## src/rtl/instr_sequencer_if.sv

```systemverilog
// Memory-side handshake bundle for the instruction sequencer.
// The master modport is the sequencer. The slave modport is the
// instruction/data memory that answers its requests.
interface instr_sequencer_if;
    logic        imem_req;
    logic        imem_ack;
    logic [23:0] imem_data;
    logic        dmem_req;
    logic        dmem_ack;

    modport master (
        output imem_req,
        input  imem_ack,
        input  imem_data,
        output dmem_req,
        input  dmem_ack
    );

    modport slave (
        input  imem_req,
        output imem_ack,
        output imem_data,
        input  dmem_req,
        output dmem_ack
    );
endinterface

```

## src/rtl/instr_sequencer.sv

```systemverilog
// Multi-cycle instruction sequencer.
// The FSM walks FETCH/DECODE/EXECUTE/MEMORY/WRITEBACK for each instruction
// until the all-ones HALT word is decoded.
// Every output is a register. The request strobes are loaded from the
// next-state value, so each one is high exactly while the FSM sits in its
// matching state.
module instr_sequencer (
    input  logic                      clock,
    input  logic                      reset,
    input  logic                      start,
    instr_sequencer_if.master         mem,
    output logic [15:0]               pc,
    output logic [23:0]               ir,
    input  logic                      branch_cond,
    input  logic [15:0]               branch_target,
    output logic                      wb_en,
    output logic                      halted,
    output logic [2:0]                state,
    output logic [15:0]               retired
);

    typedef enum logic [2:0] {
        S_IDLE      = 3'd0,
        S_FETCH     = 3'd1,
        S_DECODE    = 3'd2,
        S_EXECUTE   = 3'd3,
        S_MEMORY    = 3'd4,
        S_WRITEBACK = 3'd5,
        S_HALT      = 3'd6
    } state_t;

    localparam logic [23:0] HALT_WORD = 24'hFFFFFF;

    state_t cur_state;
    state_t nxt_state;
    logic   retire_now;
    logic   take_branch;
    logic   fetch_done;

    assign state      = cur_state;
    assign fetch_done = (cur_state == S_FETCH) && mem.imem_ack;

    // Next-state decode plus the retire and branch-taken decisions for this cycle.
    always_comb begin
        nxt_state   = cur_state;
        retire_now  = 1'b0;
        take_branch = 1'b0;
        case (cur_state)
            S_IDLE: begin
                if (start) nxt_state = S_FETCH;
                else       nxt_state = S_IDLE;
            end
            S_FETCH: begin
                if (mem.imem_ack) nxt_state = S_DECODE;
                else              nxt_state = S_FETCH;
            end
            S_DECODE: begin
                if (ir == HALT_WORD) begin
                    // The HALT instruction itself counts as retired.
                    nxt_state  = S_HALT;
                    retire_now = 1'b1;
                end else begin
                    nxt_state = S_EXECUTE;
                end
            end
            S_EXECUTE: begin
                case (ir[23:22])
                    2'b10: nxt_state = S_MEMORY;
                    2'b11: begin
                        nxt_state   = S_FETCH;
                        retire_now  = 1'b1;
                        take_branch = branch_cond;
                    end
                    default: nxt_state = S_WRITEBACK;
                endcase
            end
            S_MEMORY: begin
                if (mem.dmem_ack) begin
                    if (ir[0]) begin
                        // A store completes here and never writes back.
                        nxt_state  = S_FETCH;
                        retire_now = 1'b1;
                    end else begin
                        nxt_state = S_WRITEBACK;
                    end
                end else begin
                    nxt_state = S_MEMORY;
                end
            end
            S_WRITEBACK: begin
                nxt_state  = S_FETCH;
                retire_now = 1'b1;
            end
            S_HALT: begin
                nxt_state = S_HALT;
            end
            default: begin
                // The unused encoding recovers to IDLE.
                nxt_state = S_IDLE;
            end
        endcase
    end

    // State register, program counter, instruction latch, retire count and registered strobes.
    always_ff @(posedge clock) begin
        if (reset) begin
            cur_state    <= S_IDLE;
            pc           <= 16'd0;
            ir           <= 24'd0;
            retired      <= 16'd0;
            mem.imem_req <= 1'b0;
            mem.dmem_req <= 1'b0;
            wb_en        <= 1'b0;
            halted       <= 1'b0;
        end else begin
            cur_state    <= nxt_state;
            mem.imem_req <= (nxt_state == S_FETCH);
            mem.dmem_req <= (nxt_state == S_MEMORY);
            wb_en        <= (nxt_state == S_WRITEBACK);
            halted       <= (nxt_state == S_HALT);
            if (fetch_done) begin
                ir <= mem.imem_data;
                pc <= pc + 16'd1;
            end else if (take_branch) begin
                pc <= branch_target;
            end else begin
                pc <= pc;
            end
            if (retire_now) retired <= retired + 16'd1;
            else            retired <= retired;
        end
    end

endmodule

```

## src/flat_wrapper.sv

```systemverilog
// flat-port wrapper written by rule: the top's interface ports become plain ports
module instr_sequencer_flat 
  (clock, reset, start, pc, ir, branch_cond, branch_target, wb_en, halted, state, retired, mem_imem_req, mem_imem_ack, mem_imem_data, mem_dmem_req, mem_dmem_ack);
  instr_sequencer_if mem_i ();
  input  logic clock;
  input  logic reset;
  input  logic start;
  output logic [15:0] pc;
  output logic [23:0] ir;
  input  logic branch_cond;
  input  logic [15:0] branch_target;
  output logic wb_en;
  output logic halted;
  output logic [2:0] state;
  output logic [15:0] retired;
  output wire logic [$bits(mem_i.imem_req)-1:0] mem_imem_req;
  input wire logic [$bits(mem_i.imem_ack)-1:0] mem_imem_ack;
  input wire logic [$bits(mem_i.imem_data)-1:0] mem_imem_data;
  output wire logic [$bits(mem_i.dmem_req)-1:0] mem_dmem_req;
  input wire logic [$bits(mem_i.dmem_ack)-1:0] mem_dmem_ack;
  assign mem_imem_req = mem_i.imem_req;
  assign mem_i.imem_ack = mem_imem_ack;
  assign mem_i.imem_data = mem_imem_data;
  assign mem_dmem_req = mem_i.dmem_req;
  assign mem_i.dmem_ack = mem_dmem_ack;
  instr_sequencer u_core (.clock(clock), .reset(reset), .start(start), .mem(mem_i), .pc(pc), .ir(ir), .branch_cond(branch_cond), .branch_target(branch_target), .wb_en(wb_en), .halted(halted), .state(state), .retired(retired));
endmodule
```

## config.mk

```make
export PLATFORM = sky130hd
export DESIGN_NAME = instr_sequencer_flat
export DESIGN_NICKNAME = d
export VERILOG_FILES = /design/src/rtl/instr_sequencer_if.sv /design/src/rtl/instr_sequencer.sv /design/src/flat_wrapper.sv
export SDC_FILE = /design/constraint.sdc
export NUM_CORES = 1
export LEC_CHECK = 0
export ABC_AREA = 1
export BUFFER_PORTS_ARGS = -buffer_cell sky130_fd_sc_hd__buf_2
export CORE_ASPECT_RATIO = 0.6
export CORE_MARGIN = 2
export CORE_UTILIZATION = 43
export CTS_BUF_LIST = sky130_fd_sc_hd__clkbuf_16
export CTS_CLUSTER_SIZE = 28
export DETAILED_ROUTE_END_ITERATION = 6
export PLACE_DENSITY = 0.69
export SLEW_MARGIN = 20
export SYNTH_ARGS = -nofsm -noshare
export SYNTH_HDL_FRONTEND = slang
export SYNTH_SLANG_ARGS = --single-unit
```

## constraint.sdc

```tcl
create_clock -name clock -period 2.2 [get_ports clock]
set_clock_uncertainty 0.2 [all_clocks]
set_input_delay 0.22 -clock clock [delete_from_list [all_inputs] [get_ports clock]]
set_output_delay 0.22 -clock clock [all_outputs]
set_load 0.005 [all_outputs]
```

Yosys cells after proc, flatten, opt, wreduce, memory -nomap -nowiden
Cells that the tools add are included.

word-level totals
  input bits = 46
  output and inout port bits = 63
  word-level logic and storage cells = 42
  flip-flop bits (word level) = 63

operators by class
  multiplexer cells = 16
  equal/unequal tests = 13
  reduce and logical (&&, ||, !) cells = 3
  add/sub/neg operators = 2

operators with widths
  kind                     count
  $add A16 B1 Y16 const B  2
  $mux W16                 2
  $eq A24 B24 Y1 const B   1
  $pmux W3 S7              1
  $eq A3 B3 Y1 const B     6
  $mux W3                  3
  $mux W1                  7
  $eq A3 B1 Y1 const B     2
  $eq A3 B2 Y1 const B     2
  $pmux W3 S2              1
  $eq A2 B2 Y1 const B     2
  $pmux W1 S4              1
  $logic_not A3 Y1         1
  $mux W2                  1
  $reduce_bool A2 Y1       1
  $logic_and A1 B1 Y1      1

Longest topological paths before layout
Gate-level depths: netlist (run 1).

  depth in word-level cells = 5
  depth in mapped cells = 11
  mapped depth without buffers = 11

Least setup slack after synthesis (run 1)
OpenSTA, ideal clock, no wires.

  kind = flip-flop to flip-flop
  from = register u_core.pc[1]
  to = register u_core.pc[10]
  data required time = 1.890 ns
  data arrival time = 1.320 ns
  slack = 0.570 ns
  cell stages (with the launch flop) = 11
  setup time = 0.110 ns
  period minus slack after synthesis = 1.630 ns
  path buffers = 0
  cell sequence = dfxtp_1 ha_1 nand3_1 nor2_1 nand2_1 nor2_1 nand2_1 nand2_1 nand3_1 nand2_1 inv_1

on the way
  longest elaborated chain between the ends = 2

ends and longest elaborated chain
  item                      line                    text
  start: declaration        instr_sequencer.sv:12   output logic [15:0] pc,
  start signal: assignment  instr_sequencer.sv:123  pc <= pc + 16'd1;
  start signal: assignment  instr_sequencer.sv:125  pc <= branch_target;
  start signal: assignment  instr_sequencer.sv:127  pc <= pc;
  $add A16 B1 Y16           instr_sequencer.sv:123
  $mux W16                  instr_sequencer.sv:121  if (fetch_done) begin

Every way passes these cells.
A chain may end at the register's enable or synchronous reset.

Final worst setup path (run 1)
  from = register u_core.ir[22]
  to = register u_core.retired[11]

on the way
  longest elaborated chain between the ends = 3
  elaborated cells between the ends (all ways) = 5
  those cells by class = eq/ne (2); mux (3)

ends and longest elaborated chain
  item                                            line                                          text
  start: declaration                              instr_sequencer.sv:13                         output logic [23:0] ir,
  start signal: assignment                        instr_sequencer.sv:122                        ir <= mem.imem_data;
  $eq A24 B24 Y1 or $eq A2 B2 Y1 (tied branches)  instr_sequencer.sv:58, instr_sequencer.sv:67
  $mux W1, on equally long branches               instr_sequencer.sv:58, instr_sequencer.sv:67
  $pmux W1 S4 *                                   instr_sequencer.sv:48                         case (cur_state)
  end signal: assignment                          instr_sequencer.sv:129                        if (retire_now) retired <= retired + 16'd1;
  end signal: assignment                          instr_sequencer.sv:130                        else retired <= retired;
  end: declaration                                instr_sequencer.sv:19                         output logic [15:0] retired

Every way passes the cells marked *; elsewhere a longest branch is shown, timed or not.

==> results of run 1 <==
## worst paths after layout
path	start	to	slack, ps	cells past startpoint
setup / recovery	u_core.ir[22]	u_core.retired[11]	330	8
hold / removal	branch_target[6]	u_core.pc[6]	30	5
setup reg to reg	u_core.ir[22]	u_core.retired[11]	330	8
hold reg to reg	u_core.ir[20]	u_core.ir[20]	300	2
## sequential cells by signal, indices dropped and copies added, names as in the netlist
| name | count |
|---|---|
| u_core.halted | 1 |
| u_core.ir | 24 |
| u_core.mem.dmem_req | 1 |
| u_core.mem.imem_req | 1 |
| u_core.pc | 16 |
| u_core.retired | 16 |
| u_core.state | 3 |
| u_core.wb_en | 1 |
## through the flow
step	utilization, %	cells	hold WS, ps	setup WS, ps
after CTS	62.0	749	22.5	330
after floorplan	-	496	181	570
after global placement	53.5	701	269	382
after global routing	62.0	749	41.7	188
final	62.0	749	29.2	335
after detailed placement	53.5	701	276	359
## worst max-delay path, stage by stage (launching register included)
cell     delay (ps)
dfxtp_1         390
nand2_1         110
inv_1           110
nand3_1          90
nor2_2          160
nand3_2         250
nand2_4         270
nand2_1          90
a21oi_1         130
## kinds of logic after synthesis
| kind of cell | after synthesis | share of synthesized area [%] |
|---|---|---|
| compound gates | 73 | 12.0 |
| flops | 63 | 38.8 |
| simple gates | 292 | 38.3 |
| fa+ha+maj | 2 | 0.769 |
| xor+xnor | 10 | 2.69 |
| buf+inv | 56 | 7.42 |
## final cells by class
class / count / share of cell area (%)
Clock buffer: 9 / 4.98
Tap cell: 104 / 2.88
Inverter: 39 / 3.26
Timing Repair Buffer: 150 / 20.7
Sequential cell: 63 / 27.9
Clock inverter: 7 / 1.63
Multi-Input combinational cell: 377 / 38.7
## routing by layer
layer,up-vias,track usage (%),share of wire (%)
li1,1900,-,-
met1,1686,33.1,47
met2,146,37.7,44
met3,10,7.87,8.0
met4,0,7.41,0.80
met5,-,0,0
## layout by cell type, fill, tap and decap left out
master	instances
a211oi_1	2
a21oi_1	28
a31oi_1	3
buf_2	108
buf_4	10
bufinv_16	1
clkbuf_16	9
clkinv_2	3
clkinv_4	3
clkinvlp_4	1
dfxtp_1	63
dlygate4sd3_1	32
ha_1	2
inv_1	35
inv_2	3
nand2_1	121
nand2_4	2
nand3_1	45
nand3_2	2
nand3_4	1
nand3b_1	1
nand4_1	9
nor2_1	101
nor2_2	3
nor2_4	1
nor3_1	5
nor3_2	1
o211ai_1	3
o21ai_0	34
o21ai_2	1
o221ai_1	1
o22ai_1	1
xnor2_1	2
xor2_1	8
## power by group through the flow
stage	clock [W]	combinational (W)	sequential, W
2_1_floorplan	0	0.000187	0.00128
3_3_place_gp	0	0.000329	0.00128
3_5_place_dp	0	0.000338	0.00129
4_1_cts	0.00144	0.000384	0.00126
5_1_grt	0.00149	0.000435	0.00127
6_report	0.00140	0.000387	0.00126
==> metrics, run 1 <==
status=finished, final reports clean; Commonest cells post-synth=nand2_1 (121), nor2_1 (101), dfxtp_1 (63); setup TNS=0 ps; # DRC=0; I/O pins=109; Final ANT Viol Nets=0; Yosys top cell area share=approximately two fifths; TritonCTS buffer count=9; Seq/Total Area, Yosys=about two fifths; antenna violations before repair=0; sequential share of power=between 40% and 50%; Site Rows=24; die area=around 8300 um^2; Synth-to-Final Area Change=39.1%; final setup vio count=0; Leak=about 2.0 nW; Async S/R FF share, synth=0%; vias in the first global route=around 3,400; CTS Buffer Depth=2; share of layout cells above drive strength 1=between 20% and 30%; Tightest Pin Transition=a little under 500 ps; Post-CTS Setup Bufs=0; Comb pwr share=12.7%; Synth Warn #=0; Switching Share=~26%; Clock power frac=46.0%; wire length of the first global-routing pass=16,000 um; Final Max Tran Viols=0; WS Path Type=flop to flop; Final Hold Vio Count=0; Worst-Skew Late Latency=~330 ps; Initial DRC Count=just under 300; Crit Path Max Fanout=17; fin area=approximately 4500 um^2; PwrDens=about 670 nW/um^2; top-count cell post-synth=nand2_1; unique cell type count in the Yosys netlist=31; WL/cell=13.1 um; Max IR drop VDD=0.512 mV; via count=3,742; CP Launch Type=flop; Psw=between 0.0007 and 0.0008 W; maximum number of pins on one net before global-route repair=24; drt total wl=between 9000 and 10,000 um; CTS sink cnt=63; Max Fclk=between 500 and 600 MHz; slew margin rel.=around two thirds; cells after synthesis=between 400 and 500; multi-input logic area=approximately 1800 um^2; vias per cell=~5; HPWL Detailed=approximately 7100 um; CORE AREA=7300 um^2; Congestion Overflow GR=0; synthesized area per cell=between 6 and 7 um^2; Cell Area, Placed=around 4000 um^2; shortest period the worst path allows=about 1900 ps; Hold WC Path Type=primary input to flop; Setup crit end kind=flop; GP Congestion=about 0.9; max cap viols=0; Syn Nets=about 540; Post-CTS Hold Buffers=32; Synth area leader=dfxtp_1; CTS tree=yes; fin nets=between 600 and 700; Final Power=0.00305 W; GRT Overall Usage=approximately a quarter; Most used DFF post-synth=dfxtp_1; Area contributors post-synth=dfxtp_1 (39%), nand2_1 (14%), nor2_1 (12%); Internal Power=between 0.002 and 0.0025 W; Req. time, crit path=2260 ps; final period utilization=84.8%; Post-synth EDFFs=0; area of the mapped netlist=around 3300 um^2; Synth Register Bits=63; CTS clock-pin slew for the worst setup and hold paths=roughly 60 ps; diode count=0; drt first pass iters=5; unrepaired setup endpoints after global routing=no; H-tree depth=3; Initial Util=44.6%; Fillers=688; CTS Root Cell=clkbuf_16; Reg area=between 1000 and 1500 um^2; Die Width=roughly 120 um; die height=between 70 and 80 um; # port buffers=between 100 and 150; Post-CTS Resized=0; crit path DAT=1930 ps
(Power assumes the default switching activity.)
==> inputs of run 2 (changes only) <==
==> constraint.sdc (replaced) <==
create_clock -name clock -period 1.9 [get_ports clock]
set_clock_uncertainty 0.2 [all_clocks]
set_input_delay 0.19 -clock clock [delete_from_list [all_inputs] [get_ports clock]]
set_output_delay 0.19 -clock clock [all_outputs]
set_load 0.005 [all_outputs]
==> run 2 against run 1 <==
  * Fmax increased by 5.8%
  * Total power grew 17%
  * Routed wire length down 0.34%
  * Sequential cell count unchanged
  * Non-clock buffer count is 8 higher
  * First-iteration DRC count is 2.1% lower
  * Count of clock-buffer cells in the layout did not move
  * Largest cell class unchanged
==> metrics, run 2 (synthesis gave the netlist of run 1 again) <==
maximum number of pins on one net before global-route repair=26 (was 24); Placed Cells incl. Taps=706 (was 701); max cap viols=0 (unchanged); DR top layer=met4 (unchanged); CTS tree=yes (unchanged); WL/cell=12.9 um (was 13.1 um); antenna violations before repair=0 (unchanged); Hold WC Path Type=primary input to flop (unchanged); drt first pass iters=5 (unchanged); CTS sink cnt=63 (unchanged); Max Fclk=567 MHz (was 536 MHz); setup TNS=0 ps (unchanged); WL met1=4570 um (was 4600 um); Congestion Overflow GR=0 (unchanged); CORE AREA=7300 um^2 (unchanged); Max IR drop VDD=0.490 mV (was 0.512 mV); Synth-to-Final Area Change=41.8% (was 39.1%); Tightest Pin Transition=469 ps (was 481 ps); slew margin rel.=68.5% (was 67.7%); wire length of the first global-routing pass=16,000 um (unchanged); Final Hold Vio Count=0 (unchanged); PwrDens=776 nW/um^2 (was 675 nW/um^2); vias in the first global route=3,504 (was 3,410); Setup crit end kind=flop (unchanged); met2 wire length=4290 um (was 4340 um); GRT Overall Usage=24.4% (was 24.5%); Die Width=116 um (unchanged); final setup vio count=0 (unchanged); fin nets=696 (was 688); max reg flops=24 (unchanged); CTS Root Cell=clkbuf_16 (unchanged); unrepaired setup endpoints after global routing=no (unchanged); TritonCTS buffer count=9 (unchanged); via count=3,810 (was 3,742); GP Congestion=0.910 (was 0.890); Initial DRC Count=286 (was 292); CP Launch Type=flop (unchanged); final non-filler cell total=757 (was 749); # port buffers=108 (unchanged); Worst-Skew Late Latency=340 ps (was 330 ps); Fillers=720 (was 688); WL met3=748 um (was 785 um); Final ANT Viol Nets=0 (unchanged); commonest non-fill, non-tap cell in the layout=nand2_1 (unchanged); status=finished, final reports clean (unchanged); Leak=2.04 nW (was 1.99 nW); HPWL Detailed=6870 um (was 7130 um); Site Rows=24 (unchanged); diode count=0 (unchanged); die area=8300 um^2 (unchanged); I/O pins=109 (unchanged); Final Max Tran Viols=0 (unchanged); commonest cells after routing, fill and taps aside=nand2_1 (121), buf_2 (108), nor2_1 (101) (unchanged); crit path DAT=1800 ps (was 1930 ps); shortest period the worst path allows=1760 ps (was 1870 ps); CTS clock-pin slew for the worst setup and hold paths=60 ps (about the same); final period utilization=92.8% (was 84.8%); die height=71.4 um (unchanged); # DRC=0 (unchanged); H-tree depth=3 (unchanged); Crit Path Max Fanout=25 (was 17); WS Path Type=flop to flop (unchanged); CTS Buffer Depth=2 (unchanged); Initial Util=44.6% (unchanged); drt total wl=9770 um (was 9800 um); Biggest register=u_core.ir (unchanged); Req. time, crit path=1940 ps (was 2260 ps); vias per cell=5.03 (was 5.00); biggest registers after layout=u_core.ir: 24 flops, u_core.pc: 16 flops, u_core.retired: 16 flops (unchanged); share of layout cells above drive strength 1=23.7% (was 23.1%)
-- run 2: per-stage QoR --
stage | setup WS (ps) | total power, W | utilization (%) | area, um^2 | hold slack, ps
2_1_floorplan | 270 | 0.00170 | - | 3250 | 151
3_3_place_gp | 168 | 0.00188 | 54.2 | 3960 | 244
3_5_place_dp | 133 | 0.00189 | 54.2 | 3960 | 249
4_1_cts | 116 | 0.00360 | 62.9 | 4590 | 3.07
5_1_grt | 15.4 | 0.00372 | 63.2 | 4610 | 46.2
6_report | 137 | 0.00358 | 63.2 | 4610 | 0.833
-- run 2: layout make-up --
class,count,area (um^2),area share [%]
timing repair buffer,158,1030,22.2
clock inverter,7,71.3,1.55
clock buffer,9,225,4.88
multi-input combinational,377,1750,37.9
sequential,63,1260,27.3
inverter,39,149,3.23
tap,104,130,2.82
-- run 2: final timing paths --
check | start | endpoint | slack (ps) | cells after the start
worst min-delay path | branch_target[6] | u_core.pc[6] | 0.8 | 5
worst min register to register | u_core.ir[23] | u_core.ir[23] | 290 | 2
worst max-delay path | u_core.state[0] | u_core.mem.dmem_req | 140 | 8
worst max register to register | u_core.state[0] | u_core.mem.dmem_req | 140 | 8
-- run 2: metal layers --
layer	global-route usage, %	vias up
li1	-	1914
met1	31.7	1734
met2	39.0	144
met3	7.19	18
met4	8.33	0
met5	0	-
-- run 2: power by group --
part | total, W | internal (W) | switching (W)
logic | 0.000466 | 0.000224 | 0.000243
clock network | 0.00166 | 0.00101 | 0.000645
registers | 0.00146 | 0.00139 | 0.0000619
-- run 2: critical path, stage by stage (launching register included) --
cell	delay [ps]
dfxtp_1	380
inv_1	100
nor2_2	200
nand3_4	170
inv_4	210
buf_12	200
a21oi_1	80
nand3_1	90
nor2_1	40
-- run 2: what timing repair did --
action | CTS | global route
gates resized for setup | 0 | 1
hold endpoints to repair | 37 | 0
setup buffers | 0 | 1
hold buffers | 34 | 0
setup endpoints to repair | 0 | 12
==> inputs of run 3 (changes only) <==
--- a/config.mk
+++ b/config.mk
@@ -14,6 +14,7 @@
 export CTS_CLUSTER_SIZE = 28
 export DETAILED_ROUTE_END_ITERATION = 6
 export PLACE_DENSITY = 0.69
+export RECOVER_POWER = 25
 export SLEW_MARGIN = 20
 export SYNTH_ARGS = -nofsm -noshare
 export SYNTH_HDL_FRONTEND = slang
==> run 3 against run 2 <==
  * Via count grew 0.26%
  * Count of clock-buffer cells in the layout is the same
  * Clock power is essentially flat
  * Sequential share of layout area grew 0.082 points
  * Setup slack gained 4.1 ps
  * Sequential cell count is the same
  * First-iteration DRC count grew 0.35%
  * Cell area shrank 0.30%
==> metrics, run 3 (synthesis gave the netlist of run 1 again) <==
status=finished, final reports clean (unchanged); final setup vio count=0 (unchanged); fin nets=696 (unchanged); die height=71.4 um (unchanged); TritonCTS buffer count=9 (unchanged); share of layout cells above drive strength 1=22.1% (was 23.7%); Critical-path top delay cell=dfxtp_1 (unchanged); drt first pass iters=5 (unchanged); Setup crit end kind=flop (unchanged); CORE AREA=7300 um^2 (unchanged); Critical R2R Launch=u_core.state[0] (unchanged); Worst Hold Depth=5 (unchanged); Final Max Tran Viols=0 (unchanged); PwrDens=776 nW/um^2 (about the same); max cap viols=0 (unchanged); Tightest Pin Transition=479 ps (was 469 ps); wire length of the first global-routing pass=16,000 um (unchanged); Fillers=727 (was 720); GRT Overall Usage=24.4% (unchanged); Leak=1.99 nW (was 2.04 nW); biggest registers after layout=u_core.ir: 24 flops, u_core.pc: 16 flops, u_core.retired: 16 flops (unchanged); Initial DRC Count=287 (was 286); CP Cell Sequence=inv_1, nor2_2, nand3_4, inv_4, buf_12, a21oi_1, nand3_1, nor2_1 (unchanged); GP Congestion=0.910 (unchanged); Final Hold Vio Count=0 (unchanged); drt total wl=9770 um (about the same); final period utilization=92.6% (was 92.8%); multi-input logic area=1750 um^2 (unchanged); diode count=0 (unchanged); Max Fclk=569 MHz (was 567 MHz); die area=8300 um^2 (unchanged); unrepaired setup endpoints after global routing=no (unchanged); final non-filler cell total=757 (unchanged); crit path DAT=1800 ps (about the same); Reg area=1260 um^2 (unchanged); CTS Root Cell=clkbuf_16 (unchanged); R2R setup slack=140 ps (about the same); CTS Buffer Depth=2 (unchanged); Initial Util=44.6% (unchanged); Hold WC Path Type=primary input to flop (unchanged); # port buffers=108 (unchanged); H-tree depth=3 (unchanged); shortest period the worst path allows=1760 ps (about the same); CP Launch Type=flop (unchanged); CP peak stage delay=380 ps (about the same); vias per cell=5.05 (was 5.03); Placed Cells incl. Taps=706 (unchanged); via count=3,820 (was 3,810); maximum number of pins on one net before global-route repair=26 (unchanged); I/O pins=109 (unchanged); Crit Path Max Fanout=25 (unchanged); CTS clock-pin slew for the worst setup and hold paths=60 ps (about the same); antenna violations before repair=0 (unchanged); WS Path Type=flop to flop (unchanged); Hold EP=u_core.pc[6] (unchanged); Die Width=116 um (unchanged); Final Util=63.0% (was 63.2%); commonest cells after routing, fill and taps aside=nand2_1 (121), nor2_1 (101), buf_2 (97) (was nand2_1 (121), buf_2 (108), nor2_1 (101)); Biggest register=u_core.ir (unchanged); CTS sink cnt=63 (unchanged); setup TNS=0 ps (unchanged); WL/cell=12.9 um (about the same); Site Rows=24 (unchanged); HPWL Detailed=6870 um (unchanged); reg-to-reg critical path endpoint=u_core.mem.dmem_req (unchanged); Req. time, crit path=1940 ps (about the same); CP top delay family=buffers and inverters (unchanged); max reg flops=24 (unchanged); Buf/Inv on CP=3 (unchanged); vias in the first global route=3,504 (unchanged); Synth-to-Final Area Change=41.4% (was 41.8%); Worst Reg-to-Reg Cells=8 (unchanged); slew margin rel.=67.8% (was 68.5%); Congestion Overflow GR=0 (unchanged); Worst-Skew Late Latency=340 ps (about the same); Hold Crit Start=branch_target[6] (unchanged); commonest non-fill, non-tap cell in the layout=nand2_1 (unchanged); Final Power=0.00357 W (was 0.00358 W); # DRC=0 (unchanged); CTS tree=yes (unchanged); Max IR drop VDD=0.490 mV (about the same); Final ANT Viol Nets=0 (unchanged)
[run 3: cell type report]
cell class | count | share of cell area [%]
Clock buffer | 9 | 4.90
Clock inverter | 7 | 1.55
Inverter | 39 | 3.24
Multi-Input combinational cell | 377 | 38.1
Sequential cell | 63 | 27.4
Tap cell | 104 | 2.83
Timing Repair Buffer | 158 | 22.0
[run 3: how the worst max path moves through the flow]
stage                                from             endpoint  slack (ps)  depth (start not counted)
after global placement    u_core.state[1]   u_core.retired[11]         170                          8
after global routing         u_core.pc[1]        u_core.pc[10]          20                         10
after floorplan              u_core.pc[1]        u_core.pc[10]         270                         10
final                     u_core.state[0]  u_core.mem.dmem_req         140                          8
after CTS                 u_core.state[1]    u_core.retired[0]         120                          9
after detailed placement  u_core.state[0]  u_core.mem.dmem_req         130                          8
[run 3: worst min-delay path: cells and delay by family]
kind,cells,cell delay [ps]
buffers and inverters,2,120
AND/OR/NAND/NOR,2,110
AO/OA/AOI/OAI,1,90
[run 3: timing repair]
| item | CTS | global route |
|---|---|---|
| hold endpoints to repair | 37 | 0 |
| gates resized for setup | 0 | 1 |
| endpoints found under the setup margin | 0 | 12 |
| buffers inserted | 0 | 1 |
| hold buffers | 34 | 0 |
[run 3: per-layer routing]
metal  global-route usage [%]  part of all wire, %  wire length [um]  vias to the layer above
li1                         -                    -                 -                     1914
met1                     31.7                   47              4550                     1741
met2                     39.0                   44              4290                      149
met3                     7.19                  7.9               776                       16
met4                     8.33                  1.5               148                        0
met5                        0                    0                 0                        -
[run 3: stage by stage]
stage                     area, um^2  setup slack [ps]  hold slack [ps]
after global placement          3960               168              244
after detailed placement        3960               133              249
after floorplan                 3250               270              151
final                           4600               141            0.595
after CTS                       4590               116             3.07
after global routing            4600              15.4             46.2
[run 3: report_power, final]
group	switching, W	total, W	internal (W)	leakage [nW]
Combinational	0.000243	0.000462	0.000219	1.34
Clock	0.000639	0.00165	0.00101	0.138
Sequential	0.0000628	0.00146	0.00139	0.512
